--- config.mk ---
export PLATFORM = sky130hd
export DESIGN_NAME = uart_rx_param
export DESIGN_NICKNAME = d
export VERILOG_FILES = /design/src/rtl/uart_pkg.sv /design/src/rtl/uart_rx_sync.sv /design/src/rtl/uart_rx_param.sv
export SDC_FILE = /design/constraint.sdc
export NUM_CORES = 1
export LEC_CHECK = 0
export CORE_ASPECT_RATIO = 1.25
export CORE_UTILIZATION = 40
export CTS_CLUSTER_DIAMETER = 40
export DETAILED_ROUTE_END_ITERATION = 12
export SETUP_SLACK_MARGIN = 0.4
export SYNTH_ARGS = -nofsm -noshare
export SYNTH_HDL_FRONTEND = slang
export SYNTH_SLANG_ARGS = --single-unit
--- constraint.sdc ---
create_clock -name clk -period 3.53 [get_ports clk]
set_input_delay 0.706 -clock clk [delete_from_list [all_inputs] [get_ports clk]]
set_output_delay 0.706 -clock clk [all_outputs]
set_load 0.005 [all_outputs]
--- src/rtl/uart_pkg.sv ---
// Shared UART types and helpers: parity modes, receiver FSM states and the
// expected-parity-bit function used by the receive path.
package uart_pkg;

  typedef enum logic [1:0] {
    PAR_NONE = 2'd0,
    PAR_EVEN = 2'd1,
    PAR_ODD  = 2'd2
  } parity_e;

  typedef enum logic [2:0] {
    IDLE,
    START,
    DATA,
    PARITY,
    STOP
  } rx_state_e;

  localparam int DEFAULT_BAUD_DIV = 2604;

  // Returns the parity bit that makes the frame correct; narrower words are
  // passed zero-extended, which leaves the XOR unchanged.
  function automatic logic calc_parity(input logic [7:0] data, input parity_e mode);
    logic p;
    p = ^data;
    return (mode == PAR_ODD) ? ~p : p;
  endfunction

endpackage

--- src/rtl/uart_rx_sync.sv ---
// Two-flop synchroniser for an asynchronous idle-high serial line, plus a
// falling-edge strobe on the synchronised value. All flops reset to 1 (idle).
module uart_rx_sync (
  input  logic clk,
  input  logic rst,
  input  logic rx,
  output logic rx_sync,
  output logic fall
);

  logic s1, s2, s3;

  always_ff @(posedge clk or posedge rst) begin
    if (rst) begin
      s1 <= 1'b1;
      s2 <= 1'b1;
      s3 <= 1'b1;
    end else begin
      s1 <= rx;
      s2 <= s1;
      s3 <= s2;
    end
  end

  assign rx_sync = s2;
  assign fall    = s3 & ~s2;

endmodule

--- src/rtl/uart_rx_param.sv ---
// Parametrised UART receiver with valid/ready output and framing, parity and
// overrun flags. Define UART_RX_MAJVOTE_EN for 3-sample majority bit decisions.
module uart_rx_param
  import uart_pkg::*;
#(
  parameter int BAUD_DIV  = DEFAULT_BAUD_DIV,
  parameter int DATA_BITS = 8,
  parameter int PARITY    = 0,
  parameter int STOP_BITS = 1
) (
  input  logic                 clk,
  input  logic                 rst,
  input  logic                 RX,
  output logic [DATA_BITS-1:0] rx_data,
  output logic                 rx_valid,
  input  logic                 rx_ready,
  output logic                 frame_err,
  output logic                 parity_err,
  output logic                 overrun,
  output logic                 busy
);

  localparam int CW       = $clog2(BAUD_DIV);
  localparam int PAR_BITS = (PARITY != 0) ? 1 : 0;
  localparam int TOTAL    = DATA_BITS + PAR_BITS + STOP_BITS;
  localparam int BW       = $clog2(TOTAL + 1);

  localparam parity_e         PAR_MODE  = parity_e'(PARITY[1:0]);
  localparam logic [CW-1:0]   HALF      = CW'(BAUD_DIV / 2 - 1);
  localparam logic [CW-1:0]   FULL      = CW'(BAUD_DIV - 1);
  localparam logic [BW-1:0]   LAST_DATA = BW'(DATA_BITS - 1);
  localparam logic [BW-1:0]   LAST_BIT  = BW'(TOTAL - 1);

  rx_state_e              state, state_nxt;
  logic                   rx_s, fall;
  logic [CW-1:0]          cnt;
  logic [BW-1:0]          bit_cnt;
  logic [DATA_BITS-1:0]   shreg;
  logic                   ferr_acc, perr_acc;
  logic                   tick, samp, done;

  uart_rx_sync u_sync (
    .clk     (clk),
    .rst     (rst),
    .rx      (RX),
    .rx_sync (rx_s),
    .fall    (fall)
  );

  assign tick = (cnt == '0);
  assign busy = (state != IDLE);

`ifdef UART_RX_MAJVOTE_EN
  logic v2, v1;

  always_ff @(posedge clk or posedge rst) begin
    if (rst) begin
      v2 <= 1'b1;
      v1 <= 1'b1;
    end else begin
      if (cnt == CW'(2)) v2 <= rx_s;
      if (cnt == CW'(1)) v1 <= rx_s;
    end
  end

  assign samp = (v2 & v1) | (v2 & rx_s) | (v1 & rx_s);
`else
  assign samp = rx_s;
`endif

  always_ff @(posedge clk or posedge rst) begin
    if (rst) state <= IDLE;
    else     state <= state_nxt;
  end

  always_comb begin
    state_nxt = state;
    done      = 1'b0;
    case (state)
      IDLE:  if (fall) state_nxt = START;
      START: if (tick) state_nxt = samp ? IDLE : DATA;
      DATA:  if (tick && bit_cnt == LAST_DATA)
               state_nxt = (PARITY != 0) ? uart_pkg::PARITY : STOP;
      uart_pkg::PARITY: if (tick) state_nxt = STOP;
      STOP:  if (tick && bit_cnt == LAST_BIT) begin
               state_nxt = IDLE;
               done      = 1'b1;
             end
      default: state_nxt = IDLE;
    endcase
  end

  // Bit timing and frame assembly: one sample per bit at count 0.
  always_ff @(posedge clk or posedge rst) begin
    if (rst) begin
      cnt      <= '0;
      bit_cnt  <= '0;
      shreg    <= '0;
      ferr_acc <= 1'b0;
      perr_acc <= 1'b0;
    end else if (state == IDLE) begin
      if (fall) cnt <= HALF;
      bit_cnt  <= '0;
      ferr_acc <= 1'b0;
      perr_acc <= 1'b0;
    end else if (tick) begin
      cnt <= FULL;
      case (state)
        DATA: begin
          shreg   <= {samp, shreg[DATA_BITS-1:1]};
          bit_cnt <= bit_cnt + 1'b1;
        end
        uart_pkg::PARITY: begin
          perr_acc <= samp ^ calc_parity(8'(shreg), PAR_MODE);
          bit_cnt  <= bit_cnt + 1'b1;
        end
        STOP: begin
          ferr_acc <= ferr_acc | ~samp;
          bit_cnt  <= bit_cnt + 1'b1;
        end
        default: ;
      endcase
    end else begin
      cnt <= cnt - 1'b1;
    end
  end

  // Output holding register; a completion with no free slot is dropped.
  always_ff @(posedge clk or posedge rst) begin
    if (rst) begin
      rx_data    <= '0;
      rx_valid   <= 1'b0;
      frame_err  <= 1'b0;
      parity_err <= 1'b0;
      overrun    <= 1'b0;
    end else if (done && (!rx_valid || rx_ready)) begin
      rx_data    <= shreg;
      frame_err  <= ferr_acc | ~samp;
      parity_err <= perr_acc;
      rx_valid   <= 1'b1;
    end else if (done) begin
      overrun <= 1'b1;
    end else if (rx_valid && rx_ready) begin
      rx_valid <= 1'b0;
      overrun  <= 1'b0;
    end
  end

endmodule

# [Yosys cells after proc, flatten, opt, wreduce, memory -nomap -nowiden]
# Cells that the tools add are included.
[classes] n_eq_ne=12 add_sub_neg=2 n_reduce_logical=24 bitwise_logic=6 n_mux=25
[op_table] op="12-bit 2-to-1 mux" count=3
[op_table] op="3-bit 2-to-1 mux" count=5
[op_table] op="3-bit one-hot mux with 5 select lines" count=1
[op_table] op="12-bit logical NOT" count=1
[op_table] op="1-bit 2-to-1 mux" count=12
[op_table] op="4-bit 2-to-1 mux" count=3
[op_table] op="2-bit nonzero test" count=6
[op_table] op="12-bit by 1-bit subtractor with 12-bit output, second input constant" count=1
[op_table] op="2-bit inequality test, second input constant" count=5
[op_table] op="2-bit AND reduction" count=5
[op_table] op="8-bit XOR reduction" count=1
[op_table] op="3-bit by 2-bit == test with 1-bit output, second input constant" count=2
[op_table] op="5-bit AND reduction" count=1
[op_table] op="4-bit by 1-bit adder with 4-bit output, second input constant" count=1
[op_table] op="4-bit by 3-bit == test with 1-bit output, second input constant" count=1
[op_table] op="4-bit == test, second input constant" count=1
[op_table] op="1-bit logical AND" count=4
[op_table] op="3-bit by 1-bit == test with 1-bit output, second input constant" count=1
[op_table] op="3-bit == test, second input constant" count=1
[op_table] op="3-bit logical NOT" count=1
[op_table] op="1-bit NOT" count=3
[op_table] op="3-bit AND reduction" count=1
[op_table] op="3-bit nonzero test" count=1
[op_table] op="3-bit OR reduction" count=1
[op_table] op="other kinds (7)" count=7
[totals] reg_bits=44 wordCells=83

# [Logic depth before layout (Yosys ltp)]
[depth] depth_word=7 ltp_mapped=8 mapped_depth_nobuf=7

# [Hierarchy]
# Synthesis repeated with hierarchy kept, for this count alone.
[hier_totals] hier_cells=210 area_unflattened_um2=2260.9
[modules_own_cells] module="uart_rx_param" cells_per_inst=205 instances=1 area_per_inst_um2=2164.6
[modules_own_cells] module="uart_rx_sync" cells_per_inst=5 instances=1 area_per_inst_um2=96.3

# [Worst setup path after synthesis]
# Ideal clock, no wire load.
[synth_path] path_type="flip-flop to flip-flop" from="register cnt[6]" to="register parity_err" period_less_slack_ns=2.257 required_ns=3.405 slack_ns=1.273 stages_incl_launch_ff=7 n_path_buf=2 t_arrival_ns=2.132 path_cell_list="dfrtp_1 > or3_4 > or4_4 > buf_6 > nor4b_4 > buf_6 > mux2_4"
[synth_between] elab_chain_len=5
[synth_lines] item="start, declared" line_no="uart_rx_param.sv:36" source="logic [CW-1:0] cnt;"
[synth_lines] item="start signal, assigned" line_no="uart_rx_param.sv:124" source="cnt <= cnt - 1'b1;"
[synth_lines] item="12-bit logical NOT" line_no="uart_rx_param.sv:50" source="assign tick = (cnt == '0);"
[synth_lines] item="1-bit logical AND" line_no="uart_rx_param.sv:85" source="STOP: if (tick && bit_cnt == LAST_BIT) begin"
[synth_lines] item="1-bit 2-to-1 mux" line_no="uart_rx_param.sv:85"
[synth_lines] item="1-bit 2-to-1 mux" line_no="uart_rx_param.sv:79" source="case (state)"
[synth_lines] item="1-bit logical AND" line_no="uart_rx_param.sv:136" source="end else if (done && (!rx_valid || rx_ready)) begin"
[synth_lines] item="end signal, assigned" line_no="uart_rx_param.sv:139" source="parity_err <= perr_acc;"
[synth_lines] item="end, declared" line_no="uart_rx_param.sv:18" source="output logic parity_err,"
# Every way passes these cells.
# A chain may end at the register's enable or synchronous reset.

# [Worst setup path in the final report]
[layout_path] from="register state[1]" to="output busy"
[layout_between] elab_chain_len=1
[layout_lines] item="start, declared" line_no="uart_rx_param.sv:34" source="rx_state_e state, state_nxt;"
[layout_lines] item="start signal, assigned" line_no="uart_rx_param.sv:73" source="else state <= state_nxt;"
[layout_lines] item="3-bit nonzero test" line_no="uart_rx_param.sv:51" source="assign busy = (state != IDLE);"
[layout_lines] item="end, declared" line_no="uart_rx_param.sv:20" source="output logic busy"
# Every way passes these cells.

==> implementation parameters <==
Parameter                              Value

Outcome
  Status    completed

Clock tree
  PostCTS Resize Cnt    0
  Library cell used as clock root buffer    clkbuf_8
  Number of hold buffers added after CTS    0
  Clock sink count    44
  Clock buffer count from CTS    5
  Later-pin clock latency in the skew report    approximately 0.3 ns
  Post-CTS clock slew at the launch and capture registers of the worst setup and hold paths    ~0.090 ns
  Post-CTS Setup Repair Bufs    0
  CTS H-tree lvls    2
  TritonCTS clock tree    built
  Bufs on Longest Clock Path    2

Timing
  Worst Clk Skew    0.00671 ns
  Share of the clock period used by the worst path    between 70 and 80%
  Minimum clock period    2.72 ns
  Setup repair after global routing missed its margin    no
  Final hold violations    0
  Achievable Freq    367 MHz
  Worst slew margin    38.7%
  Least-Margin Pin Slew    0.914 ns
  Worst Hold Margin    ~0.36 ns
  Number of max-slew violations in the final report    0
  Sum of negative setup slack    0 ns
  Final setup violating endpoints    0

Power and ir drop
  Worst VDD drop    between 0.0004 and 0.0005 V
  Relative contribution of sequential cells to total power    between 40% and 50%
  Internal power summed over all cells    slightly above 0.9 mW
  Net load switching power    approximately 0.50 mW
  Lkg Pwr    about 1.1 nW
  Proportion of power drawn by the clock network    between 20 and 30%
  Net switching share of the total power    between 30% and 40%
  Combinational power share    24.2%
  Total power per unit cell area    557 nW/um^2
  Total power    between 1 and 1.5 mW

Drt
  Detailed router's first-iteration violation count    94
  First-pass iteration count of the detailed router    4
  Vias    roughly 1.6k
  Residual antenna-violating net count after detailed routing    0
  DRC    0
  Via density per instance    approximately 5.4
  Total wire length after detailed routing    roughly 4.3 mm
  Routed WL per cell    about 15 um

Floorplan
  Die Y-Extent    about 86 um
  Top-level I/O count    17
  Core Rows    30
  Overall die width    69.1 um
  Standard cell core area    5410 um^2
  Initial Utilization    between 40 and 50%
  DIE AREA    5930 um^2

Synth
  Dominant synthesized flop cell    dfrtp_1
  Number of synthesized register bits    44
  Synthesized area    between 2000 and 2500 um^2
  Nets in the synthesized netlist    216
  Mean post-synth cell area    between 10 and 15 um^2
  Synth warnings    0
  Number of enable flip-flop cells after synthesis    0
  Number of library cell types mapped by synthesis    45
  Area fraction in compound gates after synthesis    15.2%
  XOR/XNOR share of the synthesized area    just over 3%
  Combinational family with the most area after synthesis    simple AND/OR/NAND/NOR gates
  Cells after synthesis    208
  Simple-gate share of the synthesized area    between 10% and 20%
  Sequential fraction of the synthesis area    between 40% and 50%
  Area share of fa/ha/maj cells after synthesis    about 2.2%
  Multiplexer area fraction after synthesis    about a tenth
  Post-synth ARST share    100%

Final layout
  Final net count    between 200 and 250
  Post-route insts no fill    a little under 300
  Number of filler cells placed in the layout    slightly above 500
  Fraction of layout cells with a size suffix above 1    between 10% and 20%
  Diode insertion count for antenna repair    0
  Synthesis-to-finish area growth    14.4%
  Most frequent standard cell in the layout excluding fill and tap cells    dfrtp_1
  Most frequent cells in the layout    dfrtp_1 (41), a21oi_1 (17), clkdlybuf4s50_1 (16), nor2_1 (15), nor3_1 (11)

GRT
  Initial antenna violation count    0
  Pin count of the biggest net entering global routing    27
  Vias in the first global route    1549
  First-pass GRT wire length    between 7 and 8 mm
  Overall Global Routing Usage    15.9%
  Grt ovf    0

Critical path
  Largest stage delay, worst path    0.59 ns
  Data required time at the worst endpoint    ~2.8 ns
  Crit start category    flip-flop
  Slowest cell on crit path    clkdlybuf4s50_1
  Critical Path Sink Type    output pin
  CP Class    reg2out
  Worst path arrival time    a little over 2 ns
  Crit Path Max Fanout    14
  Chain of cells forming the critical path    nor3_1 > buf_4 > inv_1 > clkdlybuf4s50_1

Min path
  Min-delay worst type    reg2reg

Placed design
  Placed Cells    roughly 280
  Weighted congestion at the end of routability-driven global placement    0.787
  Number of buffers added on ports    16
  Estimated wirelength of the detail-placed design    ~3.0 mm

Job
  Number of max-cap violations    0
[flip-flops by register name (all words and copies together), names as in the netlist, 3 cells and up]
signal and flops:
rx_data 8, state 3, bit_cnt 4, cnt 12, shreg 8
[Yosys cell counts (2+ instances only)]
cell | count | area [um^2]
nor3_1 | 11 | 55.1
nand2b_1 | 5 | 31.3
nor2b_1 | 4 | 25.0
dfrtp_1 | 41 | 1030
a31oi_1 | 6 | 37.5
ha_1 | 4 | 50.1
nor2_1 | 15 | 56.3
a211oi_1 | 3 | 22.5
nand3_1 | 3 | 15.0
o21ai_0 | 9 | 45.0
clkbuf_1 | 7 | 26.3
a311oi_1 | 5 | 43.8
nor4_1 | 3 | 18.8
dfstp_2 | 3 | 78.8
inv_1 | 10 | 37.5
a21oi_1 | 17 | 85.1
nand2_1 | 7 | 26.3
o31ai_1 | 4 | 30.0
and3_1 | 3 | 18.8
xnor2_1 | 7 | 61.3
buf_6 | 2 | 22.5
mux2_4 | 8 | 120
mux2_2 | 9 | 101
[path summary, 6_finish.rpt]
| path | from | endpoint | slack (ns) | depth (start not counted) |
|---|---|---|---|---|
| worst max-delay path | state[1] | busy | 0.81 | 4 |
| worst min-delay path | u_sync.s1 | u_sync.rx_sync | 0.36 | 0 |
| worst max register to register | cnt[6] | parity_err | 0.94 | 5 |
| worst min register to register | u_sync.s1 | u_sync.rx_sync | 0.36 | 0 |
| max in group asynchronous | rst | u_sync.s3 | 1.96 | 3 |
| min in group asynchronous | rst | rx_data[0] | 0.80 | 2 |
[per-layer routing]
layer  GRT usage (%)  routed length, um
met5               0                  0
met4            5.94                 64
met3            3.17                103
met2            24.8               2010
met1            21.8               2100
[worst max-delay path: cells and delay by family, from the launching register on]
family	cells	cell delay [ns]
AND/OR/NAND/NOR	1	0.10
flip-flops	1	0.52
buffers and inverters	3	1.09
[power by group through the flow]
stage / sequential, mW / combinational, mW / clock [mW]
2_1_floorplan: 0.631 / 0.319 / 0
3_3_place_gp: 0.685 / 0.346 / 0
3_5_place_dp: 0.685 / 0.347 / 0
4_1_cts: 0.676 / 0.348 / 0.414
5_1_grt: 0.694 / 0.396 / 0.432
6_report: 0.679 / 0.347 / 0.406
[area by class of cell]
type | count | area (um^2) | share of cell area [%]
flip-flops and latches | 44 | 1100 | 42.9
multi-input cells | 144 | 1050 | 40.9
repair buffers | 19 | 183 | 7.10
well taps | 64 | 80.1 | 3.11
clock buffers | 5 | 68.8 | 2.68
clock inverters | 3 | 46.3 | 1.80
inverters | 10 | 37.5 | 1.46
[kinds of logic (layout without fill, tap and decap cells)]
logic type | Yosys count | after routing
AND/OR/NAND/NOR | 62 | 62
AO/OA/AOI/OAI | 53 | 53
flip-flops | 44 | 44
buffers and inverters | 20 | 37
multiplexers | 17 | 17
XOR/XNOR | 8 | 8
adder cells (fa/ha/maj) | 4 | 4
[metrics by stage]
stage	worst slack (ns)	instance area [um^2]	utilization, %
after global placement	0.987	2460	45.5
final	0.805	2570	47.6
after CTS	0.800	2570	47.6
after floorplan	1.27	2250	-
after global routing	0.694	2570	47.6
after detailed placement	0.947	2460	45.5
Power figures use the tool's default switching activity.
